<file path="src/rtl/ldst_mem_pkg.sv">
// Shared encodings and helpers for the load/store memory-access stage.
package ldst_mem_pkg;

  localparam logic [1:0] SZ_BYTE = 2'b00;
  localparam logic [1:0] SZ_HALF = 2'b01;
  localparam logic [1:0] SZ_WORD = 2'b10;

  typedef enum logic [2:0] {
    ST_IDLE,
    ST_RD_REQ,
    ST_RD_WAIT,
    ST_WR_REQ,
    ST_WB
  } state_e;

  function automatic logic misaligned_f(input logic [1:0] size, input logic [1:0] lo);
    case (size)
      SZ_BYTE: misaligned_f = 1'b0;
      SZ_HALF: misaligned_f = lo[0];
      SZ_WORD: misaligned_f = (lo != 2'b00);
      default: misaligned_f = 1'b1;
    endcase
  endfunction

  function automatic logic [3:0] strobe_f(input logic [1:0] size, input logic [1:0] lo);
    case (size)
      SZ_BYTE: strobe_f = 4'b0001 << lo;
      SZ_HALF: strobe_f = 4'b0011 << lo;
      default: strobe_f = 4'b1111;
    endcase
  endfunction

  // Replicate the store value across every lane it could land in.
  function automatic logic [31:0] wdata_f(input logic [1:0] size, input logic [31:0] data);
    case (size)
      SZ_BYTE: wdata_f = {4{data[7:0]}};
      SZ_HALF: wdata_f = {2{data[15:0]}};
      default: wdata_f = data;
    endcase
  endfunction

endpackage

</file>
<file path="src/rtl/ldst_mem_access_load_align.sv">
// Lane select plus sign/zero extension of a returned load word.
module ldst_load_align
  import ldst_mem_pkg::*;
(
  input  logic [31:0] rdata_i,
  input  logic [1:0]  lo_i,
  input  logic [1:0]  size_i,
  input  logic        sign_i,
  output logic [31:0] data_o
);

  logic [7:0]  byte_v;
  logic [15:0] half_v;

  always_comb begin
    byte_v = rdata_i[{lo_i, 3'b000} +: 8];
    half_v = lo_i[1] ? rdata_i[31:16] : rdata_i[15:0];
    case (size_i)
      SZ_BYTE: data_o = {{24{sign_i & byte_v[7]}}, byte_v};
      SZ_HALF: data_o = {{16{sign_i & half_v[15]}}, half_v};
      default: data_o = rdata_i;
    endcase
  end

endmodule

</file>
<file path="src/rtl/ldst_mem_access.sv">
// Memory-access stage: effective address, data-memory handshake, load writeback.
// state      | meaning
// ST_IDLE    | sample requests, raise misalign on bad size/alignment
// ST_RD_REQ  | one-cycle read request
// ST_RD_WAIT | wait for rvalid, timer running
// ST_WR_REQ  | hold write until wready, timer running
// ST_WB      | one-cycle GPR writeback (suppressed for x0)
module ldst_mem_access
  import ldst_mem_pkg::*;
#(
  parameter int WIDTH   = 32,
  parameter int TIMEOUT = 16
) (
  input  logic             risc_clk,
  input  logic             risc_rst,
  input  logic             ld_valid_i,
  input  logic             st_valid_i,
  input  logic [WIDTH-1:0] base_addr_i,
  input  logic [11:0]      offset_i,
  input  logic [1:0]       size_i,
  input  logic             sign_bit_i,
  input  logic [WIDTH-1:0] store_data_i,
  input  logic [4:0]       rd_addr_i,
  output logic             data_mem_read_en_o,
  output logic [WIDTH-1:0] data_mem_read_addr_o,
  input  logic [WIDTH-1:0] data_mem_read_data_i,
  input  logic             data_mem_rvalid_i,
  output logic             data_mem_write_en_o,
  output logic [WIDTH-1:0] data_mem_write_addr_o,
  output logic [WIDTH-1:0] data_mem_write_data_o,
  output logic [3:0]       data_mem_strobe_o,
  input  logic             data_mem_wready_i,
  output logic             reg_wr_en_o,
  output logic [4:0]       reg_wr_addr_o,
  output logic [WIDTH-1:0] reg_wr_data_o,
  output logic             stall_pipeline_o,
  output logic             misalign_exc_o,
  output logic             bus_err_o
);

  localparam int CW = $clog2(TIMEOUT + 1);

  state_e             state_q, state_d;
  logic [CW-1:0]      cnt_q, cnt_d;
  logic [WIDTH-1:0]   ea, aligned;
  logic               accept, capture, misalign_d, bus_err_d;
  logic               stall_q, misalign_q, bus_err_q;
  logic [WIDTH-1:0]   addr_q, wdata_q, wb_q;
  logic [3:0]         strb_q;
  logic [1:0]         lo_q, size_q;
  logic               sign_q;
  logic [4:0]         rd_q;

  assign ea = base_addr_i + {{(WIDTH-12){offset_i[11]}}, offset_i};

  ldst_load_align u_align (
    .rdata_i (data_mem_read_data_i),
    .lo_i    (lo_q),
    .size_i  (size_q),
    .sign_i  (sign_q),
    .data_o  (aligned)
  );

  always_comb begin
    state_d    = state_q;
    cnt_d      = '0;
    accept     = 1'b0;
    capture    = 1'b0;
    misalign_d = 1'b0;
    bus_err_d  = 1'b0;
    case (state_q)
      ST_IDLE: begin
        if (st_valid_i || ld_valid_i) begin
          accept = 1'b1;
          if (misaligned_f(size_i, ea[1:0])) begin
            misalign_d = 1'b1;
          end else if (st_valid_i) begin
            state_d = ST_WR_REQ;
            cnt_d   = CW'(TIMEOUT - 1);
          end else begin
            state_d = ST_RD_REQ;
          end
        end
      end
      ST_RD_REQ: begin
        state_d = ST_RD_WAIT;
        cnt_d   = CW'(TIMEOUT - 1);
      end
      ST_RD_WAIT: begin
        if (data_mem_rvalid_i) begin
          capture = 1'b1;
          state_d = ST_WB;
        end else if (cnt_q == '0) begin
          bus_err_d = 1'b1;
          state_d   = ST_IDLE;
        end else begin
          cnt_d = cnt_q - 1'b1;
        end
      end
      ST_WR_REQ: begin
        if (data_mem_wready_i) begin
          state_d = ST_IDLE;
        end else if (cnt_q == '0) begin
          bus_err_d = 1'b1;
          state_d   = ST_IDLE;
        end else begin
          cnt_d = cnt_q - 1'b1;
        end
      end
      ST_WB:   state_d = ST_IDLE;
      default: state_d = ST_IDLE;
    endcase
  end

  always_ff @(posedge risc_clk or posedge risc_rst) begin
    if (risc_rst) begin
      state_q    <= ST_IDLE;
      cnt_q      <= '0;
      stall_q    <= 1'b0;
      misalign_q <= 1'b0;
      bus_err_q  <= 1'b0;
      addr_q     <= '0;
      wdata_q    <= '0;
      strb_q     <= '0;
      lo_q       <= '0;
      size_q     <= '0;
      sign_q     <= 1'b0;
      rd_q       <= '0;
      wb_q       <= '0;
    end else begin
      state_q    <= state_d;
      cnt_q      <= cnt_d;
      stall_q    <= (state_d != ST_IDLE);
      misalign_q <= misalign_d;
      bus_err_q  <= bus_err_d;
      if (accept) begin
        addr_q  <= {ea[WIDTH-1:2], 2'b00};
        wdata_q <= wdata_f(size_i, store_data_i);
        strb_q  <= strobe_f(size_i, ea[1:0]);
        lo_q    <= ea[1:0];
        size_q  <= size_i;
        sign_q  <= sign_bit_i;
        rd_q    <= rd_addr_i;
      end
      if (capture) wb_q <= aligned;
    end
  end

  assign data_mem_read_en_o    = (state_q == ST_RD_REQ);
  assign data_mem_read_addr_o  = addr_q;
  assign data_mem_write_en_o   = (state_q == ST_WR_REQ);
  assign data_mem_write_addr_o = addr_q;
  assign data_mem_write_data_o = wdata_q;
  assign data_mem_strobe_o     = strb_q;
  assign reg_wr_en_o           = (state_q == ST_WB) && (rd_q != 5'd0);
  assign reg_wr_addr_o         = rd_q;
  assign reg_wr_data_o         = wb_q;
  assign stall_pipeline_o      = stall_q;
  assign misalign_exc_o        = misalign_q;
  assign bus_err_o             = bus_err_q;

endmodule

</file>
<file path="config.mk">
export PLATFORM = sky130hd
export DESIGN_NAME = ldst_mem_access
export DESIGN_NICKNAME = d
export VERILOG_FILES = /design/src/rtl/ldst_mem_pkg.sv /design/src/rtl/ldst_mem_access_load_align.sv /design/src/rtl/ldst_mem_access.sv
export SDC_FILE = /design/constraint.sdc
export NUM_CORES = 1
export LEC_CHECK = 0
export BUFFER_PORTS_ARGS = -buffer_cell sky130_fd_sc_hd__buf_2
export CAP_MARGIN = 20
export CORE_ASPECT_RATIO = 0.9
export CORE_MARGIN = 10
export CORE_UTILIZATION = 50
export CTS_CLUSTER_SIZE = 28
export DETAILED_ROUTE_END_ITERATION = 10
export PLACE_DENSITY = 0.9
export SYNTH_ARGS = -nofsm -noshare
export SYNTH_HDL_FRONTEND = slang
export SYNTH_SLANG_ARGS = --single-unit
export TNS_END_PERCENT = 1
</file>
<file path="constraint.sdc">
create_clock -name risc_clk -period 4.55 [get_ports risc_clk]
set_clock_uncertainty 0.15 [all_clocks]
set_input_delay 0 -clock risc_clk [delete_from_list [all_inputs] [get_ports risc_clk]]
set_output_delay 0 -clock risc_clk [all_outputs]
set_load 0.1 [all_outputs]
</file>
==> results.tsv <==
metric	value	unit
CP arrival	3.39	ns
Area Growth Syn to Fin	36.6	%
cell breakdown of the critical path	nor2b_1 > nand3b_1 > inv_1 > nor2_1 > a31oi_1 > dlygate4sd3_1	
post-layout min period	3.19	ns
Yosys reg bits	119	
Layout fillers	1065	
CTS Buf Count	17	
Post-synth EDFFs	0	
Mean Syn Cell Area	8.49	sq um
final count of hold timing violations	0	
Max-Slew Margin vs Limit	39.6	%
DR vias/cell	5.65	
nets	1336	
first-pass GRT wire length	41300	um
Worst Setup End Kind	register	
Total Routed Length	26700	um
final setup violating endpoints	0	
CP peak stage delay	0.84	ns
Critical Path RT	4.75	ns
initial antenna violation count	4	
CP max stage cell	inv_1	
status	complete, no violations	
GRT Overall Usage	25.4	%
DP HPWL	18000	um
die outline height	136	um
kind of critical path	reg2reg	
H-tree depth	4	
period utilization	70.0	%
core box area	14700	sq um
max frequency	314	MHz
GP Congestion	0.969	
CTS tree	built	
RSZ-0062 raised after global routing	false	
clk slew on worst S/H paths	0.06	ns
pin count of the biggest net entering global routing	83	
ANT nets after route	0	
Final Max Tran Viols	0	
Clock Path Buffers	2	
Post-synth top flop	dfrtp_1	
Chip Width	149	um
# DRC	0	
library cells used by synthesis	72	
final setup margin	1.36	ns
crit path max fanout	29	
mapped cell area	7480	sq um
setup tns final	0	ns
worst r2r path cells	6	
PortBufs	260	
Die ar.	20300	sq um
post-synthesis sequential area ratio	39.8	%
num rows	42	
Worst Setup Start Kind	register	
worst slack at placement	1.85	ns
number of detailed-route iterations in the first pass	5	
Starting Density	51.0	%
number of top-level pins	265	
cells after synthesis	881	
drt wl/cell	19.2	um
Syn. warnings	0	
fin util	69.7	%
Initial DRC Count	562	
Root Buffer	clkbuf_16	
max_cap viols	0	
worst min-delay path class	in2reg	
via count	7876	
TritonCTS Sinks	119	
number of global-route vias before repair	8066	
Worst Hold Path Cells	4	
Worst Tran Pin Value	0.903	ns
gr ovfl total	0	
share of layout cells above drive strength 1	27.3	%
R2R Setup Slk	1.36	ns
Clock Latency Late Sink	0.41	ns
Hold WS	0.0166	ns
Async SR Flop Fraction	100	%
==> cells by family after synthesis <==
logic type / Yosys count / share of synthesized area [%]
fa+ha+maj: 34 / 5.79
mux: 33 / 4.58
other cells: 1 / 0.0501
buf+inv: 105 / 7.26
simple gates: 323 / 19.3
flops: 119 / 39.8
compound gates: 244 / 20.6
xor+xnor: 22 / 2.58
==> placed cells by master (no fill, tap or decap), types with 6 or more instances in the layout <==
cell | netlist | routed
o31ai_1 | 6 | 6
a21o_1 | 14 | 14
o22ai_1 | 7 | 7
mux2i_1 | 32 | 32
a221oi_1 | 7 | 7
clkbuf_16 | 0 | 17
inv_1 | 23 | 22
nand2b_1 | 7 | 7
nand3_1 | 11 | 11
xor2_1 | 13 | 13
o21ai_0 | 88 | 88
nor3_1 | 9 | 9
buf_2 | 5 | 260
ha_1 | 33 | 33
nand2_1 | 175 | 175
and3_1 | 13 | 13
or3_1 | 8 | 8
dfrtp_1 | 119 | 119
dlygate4sd3_1 | 0 | 93
a21oi_1 | 62 | 62
nor2b_1 | 7 | 7
o21a_1 | 7 | 7
nor3b_1 | 6 | 6
xnor2_1 | 9 | 9
a31oi_1 | 9 | 9
nor2_1 | 63 | 63
==> final timing paths <==
path                              startpoint                        to
max                               state_q[1]          reg_wr_data_o[0]
min                              offset_i[8]   data_mem_read_addr_o[9]
max reg2reg                       state_q[1]          reg_wr_data_o[0]
min reg2reg                reg_wr_data_o[14]         reg_wr_data_o[14]
max in group asynchronous           risc_rst          reg_wr_data_o[9]
min in group asynchronous           risc_rst  data_mem_read_addr_o[17]
==> metal layers <==
| metal | global-route usage (%) | share of wire [%] | vias up |
|---|---|---|---|
| met2 | 44.0 | 49 | 464 |
| met1 | 27.5 | 38 | 3652 |
| met5 | 0 | 0 | - |
| met3 | 7.61 | 8.4 | 113 |
| met4 | 13.8 | 4.8 | 0 |
| li1 | - | - | 3647 |
==> worst max-delay path, delay by kind of cell (launching register included) <==
| kind | cells | cell delay (ns) |
|---|---|---|
| flip-flops | 1 | 0.41 |
| AND/OR/NAND/NOR | 3 | 0.95 |
| buffers and inverters | 2 | 1.43 |
| AO/OA/AOI/OAI | 1 | 0.19 |
==> registers in the layout (all words and copies together) (netlist names) <==
signal,cells
reg_wr_data_o,32
bus_err_o,1
misalign_exc_o,1
stall_pipeline_o,1
size_q,2
data_mem_strobe_o,4
state_q,3
reg_wr_addr_o,5
data_mem_read_addr_o,30
lo_q,2
sign_q,1
cnt_q,5
data_mem_write_data_o,32
==> synth_stat cells (all sizes together) (9+ instances only) <==
master  count  area share, %
nor2       63            3.2
o21ai      95            6.6
dfrtp     119             40
and3       13            1.1
o31ai       9            1.3
nand3      12           0.87
a21o       14            1.4
a21oi      64            4.4
buf        44            4.2
xor2       13            1.5
ha         33            5.5
xnor2       9            1.1
a31oi       9           0.75
mux2i      32            4.3
nor3        9           0.60
nand2     175            8.8
clkbuf     38            1.9
inv        23            1.2
==> repair_timing <==
item	CTS	global route
buffers inserted	0	0
endpoints found under the hold margin	170	9
hold buffers	92	1
resized for setup	0	0
==> layout make-up <==
| type | count | area [sq um] | area share, % |
|---|---|---|---|
| flip-flops and latches | 119 | 2980 | 29.2 |
| clock buffers | 23 | 498 | 4.88 |
| diodes | 5 | 12.5 | 0.122 |
| repair buffers | 359 | 2320 | 22.7 |
| multi-input cells | 660 | 3980 | 39.0 |
| clock inverters | 7 | 93.8 | 0.919 |
| inverters | 23 | 88.8 | 0.870 |
| well taps | 198 | 248 | 2.43 |
==> stage by stage <==
step	std cells	cell area, sq um
2_1_floorplan	884	7490
3_3_place_gp	1263	8620
3_5_place_dp	1264	8620
4_1_cts	1386	10100
5_1_grt	1393	10200
6_report	1394	10200
Power is left out: the tool's default activity adds up to more than one toggle a clock period on the data nets, which glitch-free logic cannot reach.
